$ cat src/rtl/reg_scoreboard.sv
// Dual-issue register scoreboard.
// Tracks which architectural registers have a write in flight. It stalls
// issue lanes A (older) and B (younger) on RAW and WAW hazards, both against
// the busy bitmap and between the two lanes. Writebacks clear busy bits.
module reg_scoreboard #(
  parameter int NREGS = 32,
  parameter int CNTW  = 6
) (
  input  logic             clock,
  input  logic             reset_n,
  input  logic             flush,
  input  logic             A_issue,
  input  logic [4:0]       A_rs1_addr,
  input  logic             A_rs1_used,
  input  logic [4:0]       A_rs2_addr,
  input  logic             A_rs2_used,
  input  logic [4:0]       A_rd_addr,
  input  logic             A_rd_write,
  input  logic             B_issue,
  input  logic [4:0]       B_rs1_addr,
  input  logic             B_rs1_used,
  input  logic [4:0]       B_rs2_addr,
  input  logic             B_rs2_used,
  input  logic [4:0]       B_rd_addr,
  input  logic             B_rd_write,
  input  logic             A_wb_valid,
  input  logic [4:0]       A_wb_addr,
  input  logic             B_wb_valid,
  input  logic [4:0]       B_wb_addr,
  output logic             A_stall,
  output logic             B_stall,
  output logic [NREGS-1:0] busy_vec,
  output logic [CNTW-1:0]  pending_count
);

  logic             a_src_busy;
  logic             a_waw_busy;
  logic             a_dest_live;
  logic             b_src_busy;
  logic             b_waw_busy;
  logic             pair_raw;
  logic             pair_waw;
  logic             a_accept;
  logic             b_accept;
  logic [NREGS-1:0] busy_next;
  logic [CNTW-1:0]  count_next;

  // Hazard detection. Only the registered bitmap is used, so a writeback in
  // the same cycle does not release a stall until the following cycle.
  // Bit 0 is never set, which is why x0 reads and writes never stall here.
  always_comb begin
    a_src_busy  = (A_rs1_used & busy_vec[A_rs1_addr]) |
                  (A_rs2_used & busy_vec[A_rs2_addr]);
    a_waw_busy  = A_rd_write & busy_vec[A_rd_addr];
    A_stall     = A_issue & (a_src_busy | a_waw_busy);

    // Lane A's destination only forms a pair hazard if it is a real write.
    a_dest_live = A_issue & A_rd_write & (A_rd_addr != 5'd0);
    b_src_busy  = (B_rs1_used & busy_vec[B_rs1_addr]) |
                  (B_rs2_used & busy_vec[B_rs2_addr]);
    b_waw_busy  = B_rd_write & busy_vec[B_rd_addr];
    pair_raw    = a_dest_live &
                  ((B_rs1_used & (B_rs1_addr == A_rd_addr)) |
                   (B_rs2_used & (B_rs2_addr == A_rd_addr)));
    pair_waw    = a_dest_live & B_rd_write & (B_rd_addr == A_rd_addr);

    // B is younger, so it can never move ahead of a stalled A.
    B_stall     = B_issue & (A_stall | b_src_busy | b_waw_busy | pair_raw | pair_waw);
  end

  // Next bitmap: clears first, then sets so a new issue wins over a writeback
  // of an older write to the same register. Flush overrides everything.
  always_comb begin
    busy_next = busy_vec;
    a_accept  = A_issue & ~A_stall;
    b_accept  = B_issue & ~B_stall;
    if (A_wb_valid) busy_next[A_wb_addr] = 1'b0;
    if (B_wb_valid) busy_next[B_wb_addr] = 1'b0;
    if (a_accept && A_rd_write) busy_next[A_rd_addr] = 1'b1;
    if (b_accept && B_rd_write) busy_next[B_rd_addr] = 1'b1;
    busy_next[0] = 1'b0;
    if (flush) busy_next = '0;
  end

  // Population count of the next bitmap so the count register tracks
  // busy_vec with no extra latency.
  always_comb begin
    count_next = '0;
    for (int i = 0; i < NREGS; i++) begin
      count_next = count_next + CNTW'(busy_next[i]);
    end
  end

  // State registers; reset drops all pending writes immediately.
  always_ff @(posedge clock or negedge reset_n) begin
    if (!reset_n) begin
      busy_vec      <= '0;
      pending_count <= '0;
    end else begin
      busy_vec      <= busy_next;
      pending_count <= count_next;
    end
  end

endmodule

$ cat config.mk
export PLATFORM = sky130hd
export DESIGN_NAME = reg_scoreboard
export DESIGN_NICKNAME = d
export VERILOG_FILES = /design/src/rtl/reg_scoreboard.sv
export SDC_FILE = /design/constraint.sdc
export NUM_CORES = 1
export LEC_CHECK = 0
export BUFFER_PORTS_ARGS = -buffer_cell sky130_fd_sc_hd__buf_2
export CORE_MARGIN = 2
export CORE_UTILIZATION = 26
export DETAILED_ROUTE_END_ITERATION = 8
export PLACE_DENSITY_LB_ADDON = 0.15
export SLEW_MARGIN = 20
export SYNTH_ARGS = -nofsm -noshare
export SYNTH_HDL_FRONTEND = slang
export SYNTH_SLANG_ARGS = --single-unit
$ cat constraint.sdc
create_clock -name clock -period 10.6 [get_ports clock]
set_input_delay 0.53 -clock clock [delete_from_list [all_inputs] [get_ports clock]]
set_output_delay 0.53 -clock clock [all_outputs]
set_load 0.05 [all_outputs]
# ---- After elaboration in Yosys (flattened, before gate mapping)
# Cells that the tools add are included.
dict set report totals {
  register_bits 38
  inputBits 53
  output_inout_bits 40
  word_cells 113
}
dict set report op_classes {
  n_addsub 31
  order_cmp 12
  n_eq_ne 3
  muxes 25
  bitwise_logic 33
  n_reduce_logical 7
}
# cell count
set op_table {}
lappend op_table {{32-bit two-way mux} 5}
lappend op_table {{6-bit by 1-bit adder with 6-bit output} 26}
lappend op_table {{32-bit AND} 2}
lappend op_table {{32-bit inverter} 2}
lappend op_table {{32-bit bitwise OR} 2}
lappend op_table {{5-bit by 6-bit < comparator with 1-bit output, second input constant} 8}
lappend op_table {{1-bit binary-select mux with 5-bit select} 6}
lappend op_table {{1-bit demux with 5-bit select} 4}
lappend op_table {{5-bit by 1-bit >= comparator with 1-bit output, second input constant} 4}
lappend op_table {{1-bit AND} 17}
lappend op_table {{5-bit equality test} 3}
lappend op_table {{1-bit two-way mux} 10}
lappend op_table {{1-bit bitwise OR} 8}
lappend op_table {{5-bit by 1-bit adder with 6-bit output} 1}
lappend op_table {{1-bit logical AND} 6}
lappend op_table {{4-bit by 1-bit adder with 5-bit output} 1}
lappend op_table {{5-bit nonzero test} 1}
lappend op_table {{3-bit by 1-bit adder with 4-bit output} 1}
lappend op_table {{2-bit by 1-bit adder with 3-bit output} 1}
lappend op_table {{1-bit by 1-bit adder with 2-bit output} 1}
lappend op_table {{1-bit inverter} 2}

# ---- Logic depth before layout (Yosys ltp)
dict set report depth {
  depth_word 47
  mapped_depth 27
  mapped_depth_nobuf 23
}

# ---- Worst setup path before layout
# Ideal clock, no wire load.
dict set report synth_timing {
  path_type {input to register}
  startpoint {input B_rs1_addr[0]}
  endpoint {register pending_count[4]}
  setup_ns 0.080
  t_arrival_ns 6.741
  required_time_ns 10.520
  setup_slack_ns 3.779
  cell_stages 24
  n_path_buf 3
  path_cell_list {clkbuf_1 mux4_2 o21ai_0 a311oi_1 or3_1 clkbuf_2 buf_2 o41a_1 fa_1 fa_1 inv_1 fa_1 inv_1 fa_1 fa_1 inv_1 fa_1 inv_1 fa_1 inv_1 fa_1 a21o_1 a21oi_1 xnor2_1}
}
dict set report synth_via {
  elab_chain_len 45
  elab_cells_between_ends 49
  cone_classes {add/sub: 31; eq/ne: 1; mux: 4; bitwise: 12; reduce/logical: 1}
}
# element line_no
set synth_lines {}
lappend synth_lines {{from (decl)} 20} ;# input logic [4:0] B_rs1_addr,
lappend synth_lines {{1-bit binary-select mux with 5-bit select} 59} ;# b_src_busy = (B_rs1_used & busy_vec[B_rs1_addr]) |
lappend synth_lines {{1-bit two-way mux (implied by the code)} 59}
lappend synth_lines {{1-bit AND} 59}
lappend synth_lines {{1-bit bitwise OR} 59}
lappend synth_lines {{1-bit bitwise OR (2 in a row)} 68} ;# B_stall = B_issue & (A_stall | b_src_busy | b_waw_busy | pair_raw | pair_waw);
lappend synth_lines {{1-bit bitwise OR * (2 in a row)} 68}
lappend synth_lines {{1-bit AND *} 68}
lappend synth_lines {{1-bit inverter *} 76} ;# b_accept = B_issue & ~B_stall;
lappend synth_lines {{[... 4 more ...]} -}
lappend synth_lines {{1-bit by 1-bit adder with 2-bit output} 90} ;# count_next = count_next + CNTW'(busy_next[i]);
lappend synth_lines {{2-bit by 1-bit adder with 3-bit output} 90}
lappend synth_lines {{3-bit by 1-bit adder with 4-bit output} 90}
lappend synth_lines {{4-bit by 1-bit adder with 5-bit output} 90}
lappend synth_lines {{5-bit by 1-bit adder with 6-bit output} 90}
lappend synth_lines {{6-bit by 1-bit adder with 6-bit output (25 in a row)} 90}
lappend synth_lines {{6-bit by 1-bit adder with 6-bit output *} 90}
lappend synth_lines {{named net count_next[4]} 46} ;# logic [CNTW-1:0] count_next;
lappend synth_lines {{to (signal assigned)} 101} ;# pending_count <= count_next;
lappend synth_lines {{to (decl)} 33} ;# output logic [CNTW-1:0] pending_count
# The timed path passes the listed nets; every way through them passes the cells marked *. The select of a mux whose other input is x is not followed.

# ---- Final worst setup path
dict set report layout_timing {
  startpoint {register busy_vec[10]}
  endpoint {register pending_count[4]}
}
dict set report layout_via {
  elab_chain_len 47
  elab_cells_between_ends 73
  cone_classes {add/sub: 31; mux: 17; bitwise: 23; reduce/logical: 2}
}
# element line_no
set layout_lines {}
lappend layout_lines {{from (decl)} 32} ;# output logic [NREGS-1:0] busy_vec,
lappend layout_lines {{from (signal assigned)} 100} ;# busy_vec <= busy_next;
lappend layout_lines {{1-bit binary-select mux with 5-bit select, on equally long branches} {52, 53}}
lappend layout_lines {{1-bit two-way mux, on equally long branches} {52, 53}}
lappend layout_lines {{1-bit AND, on equally long branches} {52, 53}}
lappend layout_lines {{1-bit bitwise OR} 52} ;# a_src_busy = (A_rs1_used & busy_vec[A_rs1_addr]) |
lappend layout_lines {{1-bit bitwise OR} 55} ;# A_stall = A_issue & (a_src_busy | a_waw_busy);
lappend layout_lines {{1-bit AND} 55}
lappend layout_lines {{1-bit bitwise OR (4 in a row)} 68}
lappend layout_lines {{1-bit AND} 68}
lappend layout_lines {{[... 5 more ...]} -}
lappend layout_lines {{1-bit by 1-bit adder with 2-bit output} 90}
lappend layout_lines {{2-bit by 1-bit adder with 3-bit output} 90}
lappend layout_lines {{3-bit by 1-bit adder with 4-bit output} 90}
lappend layout_lines {{4-bit by 1-bit adder with 5-bit output} 90}
lappend layout_lines {{5-bit by 1-bit adder with 6-bit output} 90}
lappend layout_lines {{6-bit by 1-bit adder with 6-bit output (25 in a row)} 90}
lappend layout_lines {{6-bit by 1-bit adder with 6-bit output *} 90}
lappend layout_lines {{named net count_next[4]} 46}
# Marked as above.

==> results.txt <==
----------------------------------------------------
[Worst setup path]
  Worst Setup SP ... busy_vec[10]
  Worst reg2reg path endpoint ... pending_count[4]
  Data arrival time of the critical path ... 7.73 ns
  Reg-to-reg setup timing slack ... 3.07 ns
  Crit Path Category ... reg2reg
  Capture point of the worst path ... pending_count[4]
  Worst Setup Start Kind ... flip-flop
  Cell depth of the worst flop-to-flop path ... 25
  CP Capture Type ... flip-flop
  Required @ worst endpoint ... 10.80 ns
  Worst reg2reg startpoint ... busy_vec[10]
  Highest net fanout along the worst path ... 51

[Power]
  Relative contribution of combinational cells to total power ... 29.6%
  LEAKAGE ... 2.60 nW
  Part of the total power dissipated in the clock network ... 37.7%
  Net Sw Frac ... 33.9%
  Internal power ... 0.000305 W
  Power per cell area ... 73.4 mW/mm^2
  Worst VDD drop ... 0.0654 mV
  Share of power burned in registers ... 32.7%
  Power spent charging and discharging nets ... 0.000156 W

[Logic synthesis]
  Library cell with the largest summed area after synthesis ... dfrtp_1
  Top_reg_cell synth ... dfrtp_1
  Number of synthesized flops with an enable pin ... 0
  Average cell area after synthesis ... 9.95 um^2
  Count of distinct cell types in the synthesized netlist ... 70
  Register area share after synthesis ... 16.4%
  Area fraction of the dominant cell type after synthesis ... 16.4%
  Share of flip-flops with an asynchronous set or reset ... 100%
  Cell count after synthesis ... 569
  Cell area after technology mapping ... 0.00566 mm^2
  Seq cells post-synth ... 37
  Top cells by area, synth ... dfrtp_1 16%, mux4_2 9.9%, fa_1 8.1%
  Syn Nets ... 652
  Yosys synthesis warning count ... 0
  Top post-synthesis cells by count ... 37 x dfrtp_1, 37 x mux2i_1, 34 x inv_1, 34 x nor3b_1, 32 x o22ai_1

[Floorplanning]
  Core footprint ... 0.0212 mm^2
  Horiz. Die Dim ... 152 um
  Starting density of the core ... 26.7%
  Total die area ... 0.0230 mm^2
  I/O Pins ... 93
  Num rows ... 53
  Height of the die ... 152 um

[Clock tree]
  Maximum buffer depth of the clock tree ... 2
  Hold-fix buffers at CTS ... 0
  Clock transition at the registers of the reported paths ... 0.06 ns
  CTS H-Tree Depth ... 2
  TritonCTS clock tree ... done
  CTS root buffer ... clkbuf_16
  Buffers inserted during post-CTS setup optimization ... 0
  CTS Buf Count ... 5
  Number of sinks handled by clock tree synthesis ... 37
  Post-CTS Resized ... 0
  Clk Latency, worst-skew pair ... 0.28 ns

[Detailed routing]
  DR top layer ... met4
  Total routed wire length on the met1 layer ... 10.2 mm
  Drt pass-1 iters ... 4
  Wire length per cell ... 25.7 um
  Routed wire length on met2 ... 10.3 mm
  Detailed-route via count ... 5354
  Final routed DRC violation total ... 0
  Final Routed Wirelength ... 23.0 mm
  Average via count per standard cell ... 5.99
  ANT nets after route ... 0
  DRT iter0 DRCs ... 374
  Met3 wire length ... 1.50 mm

[GRT]
  Remaining Overflow, GRT ... 0
  Via count of the first global-routing pass ... 5432
  Initial antenna violation count ... 1
  Total routing resource utilization after global routing ... 20.1%
  First-pass GRT wire length ... 34.1 mm
  Largest net degree at the start of global routing ... 52

[Placement]
  Sum of net half-perimeters after detailed placement ... 16.5 mm
  Area of placed instances ... 0.00610 mm^2
  Pre-CTS setup slack ... 2.45 ns
  IO Port Bufs ... 91
  Routability congestion estimate ... 0.878

[Timing]
  Setup TNS ... 0 ns
  RSZ-0062 raised after global routing ... false
  Max-slew violations ... 0
  Fmax ... 133 MHz
  Final setup violation count ... 0
  Worst Slack Setup Final ... 3.07 ns
  Endpoints failing hold ... 0
  Setup skew after layout ... 0.00572 ns
  Worst slew margin relative to its limit ... 22.9%
  Tmin final ... 7.53 ns
  Share of the clock period used by the worst path after layout ... 71.0%
  Transition time of the tightest slew-check pin ... 1.15 ns

[Layout]
  Number of nets in the layout ... 701
  Number of antenna repair diodes ... 0
  Layout area overhead ... 11.0%
  Share of layout cells above drive strength 1 ... 27.6%
  Cell area after layout ... 0.00628 mm^2

[Run status]
  Run status ... complete, no violations

[Flow run]
  Number of maximum-capacitance violations ... 0

[Worst hold path]
  Hold/Removal Path Class ... in2async

----------------------------------------------------
## flip-flops by register name, indices dropped and copies added (netlist names)
| name | flops |
|---|---|
| busy_vec | 31 |
| pending_count | 6 |
## metrics by stage
stage | total power [W] | hold WS, ns | std cells | util (%)
finish | 0.000461 | 0.373 | 894 | 29.6
global route | 0.000482 | 0.453 | 894 | 29.6
CTS | 0.000462 | 0.411 | 893 | 29.6
detailed placement | 0.000289 | 0.712 | 885 | 28.7
global placement | 0.000287 | 0.701 | 885 | 28.7
floorplan | 0.000253 | 0.234 | 569 | -
## cells by family after synthesis
kind of cell | Yosys count | synth area share (%)
other | 1 | 0.0662
multiplexers | 75 | 19.3
AND/OR/NAND/NOR | 162 | 17.4
AO/OA/AOI/OAI | 158 | 25.1
XOR/XNOR | 18 | 2.78
buffers and inverters | 88 | 9.35
adder cells (fa/ha/maj) | 30 | 9.68
flip-flops | 37 | 16.4
## layer usage
layer,up-vias,track usage [%]
li1,2370,-
met1,2702,27.9
met2,232,32.1
met3,50,2.10
met4,0,8.24
met5,-,0
## area by class of cell
type	count	area, um^2
fill	2272	14900
multi-input combinational	444	4220
sequential	37	926
timing repair buffer	96	497
tap	275	344
clock buffer	7	143
inverter	34	128
clock inverter	1	30.0
## critical path: stages (launching register included)
cell,delay (ns)
dfrtp_1,0.62
mux2_1,0.39
or3_1,0.31
a311oi_1,0.27
a211oi_1,0.13
a211oi_4,0.24
buf_4,0.35
a21boi_4,0.08
buf_4,0.31
o41a_1,0.50
fa_1,0.52
fa_1,0.53
inv_1,0.05
fa_1,0.48
inv_1,0.05
fa_1,0.45
fa_1,0.52
inv_1,0.05
fa_1,0.43
inv_1,0.07
fa_1,0.15
inv_1,0.05
fa_1,0.39
a21o_1,0.17
a21oi_1,0.16
xnor2_1,0.14
## worst min-delay path by stage
stage / slack [ns] / from / endpoint / depth (start not counted)
floorplan: 0.23 / reset_n / busy_vec[10] / 0
global placement: 0.70 / reset_n / busy_vec[25] / 1
detailed placement: 0.71 / reset_n / busy_vec[25] / 1
CTS: 0.41 / reset_n / busy_vec[9] / 1
global route: 0.45 / reset_n / busy_vec[23] / 1
finish: 0.37 / reset_n / busy_vec[11] / 1
## layout by cell type, fill, tap and decap left out, types with 4 or more instances in the layout
| cell | count |
|---|---|
| a21oi_1 | 13 |
| nor4_1 | 5 |
| nor2_1 | 17 |
| a41oi_1 | 25 |
| mux2_2 | 5 |
| or3_1 | 4 |
| o22ai_1 | 32 |
| clkbuf_16 | 5 |
| inv_1 | 34 |
| buf_4 | 4 |
| buf_2 | 91 |
| nor3_1 | 9 |
| and3_2 | 4 |
| mux4_2 | 25 |
| nand2_1 | 27 |
| nor2b_1 | 4 |
| xnor2_1 | 4 |
| a22oi_1 | 4 |
| nor3b_1 | 34 |
| o41ai_2 | 14 |
| nand2b_1 | 4 |
| dfrtp_1 | 37 |
| or3b_2 | 5 |
| mux2_1 | 7 |
| fa_1 | 23 |
| ha_1 | 7 |
| mux2i_1 | 37 |
| xor2_1 | 14 |
| o41a_1 | 18 |
| o41ai_1 | 18 |
| nand3b_1 | 14 |
| nand4_1 | 4 |
| nand3_1 | 14 |
## power by group through the flow
stage | sequential [W] | combinational [W] | clock (W)
after floorplan | 0.000160 | 0.0000929 | 0
after global placement | 0.000153 | 0.000134 | 0
after detailed placement | 0.000153 | 0.000135 | 0
after CTS | 0.000151 | 0.000136 | 0.000176
after global routing | 0.000151 | 0.000149 | 0.000182
final | 0.000151 | 0.000136 | 0.000174
No activity file was read; power rests on OpenSTA's default activity.
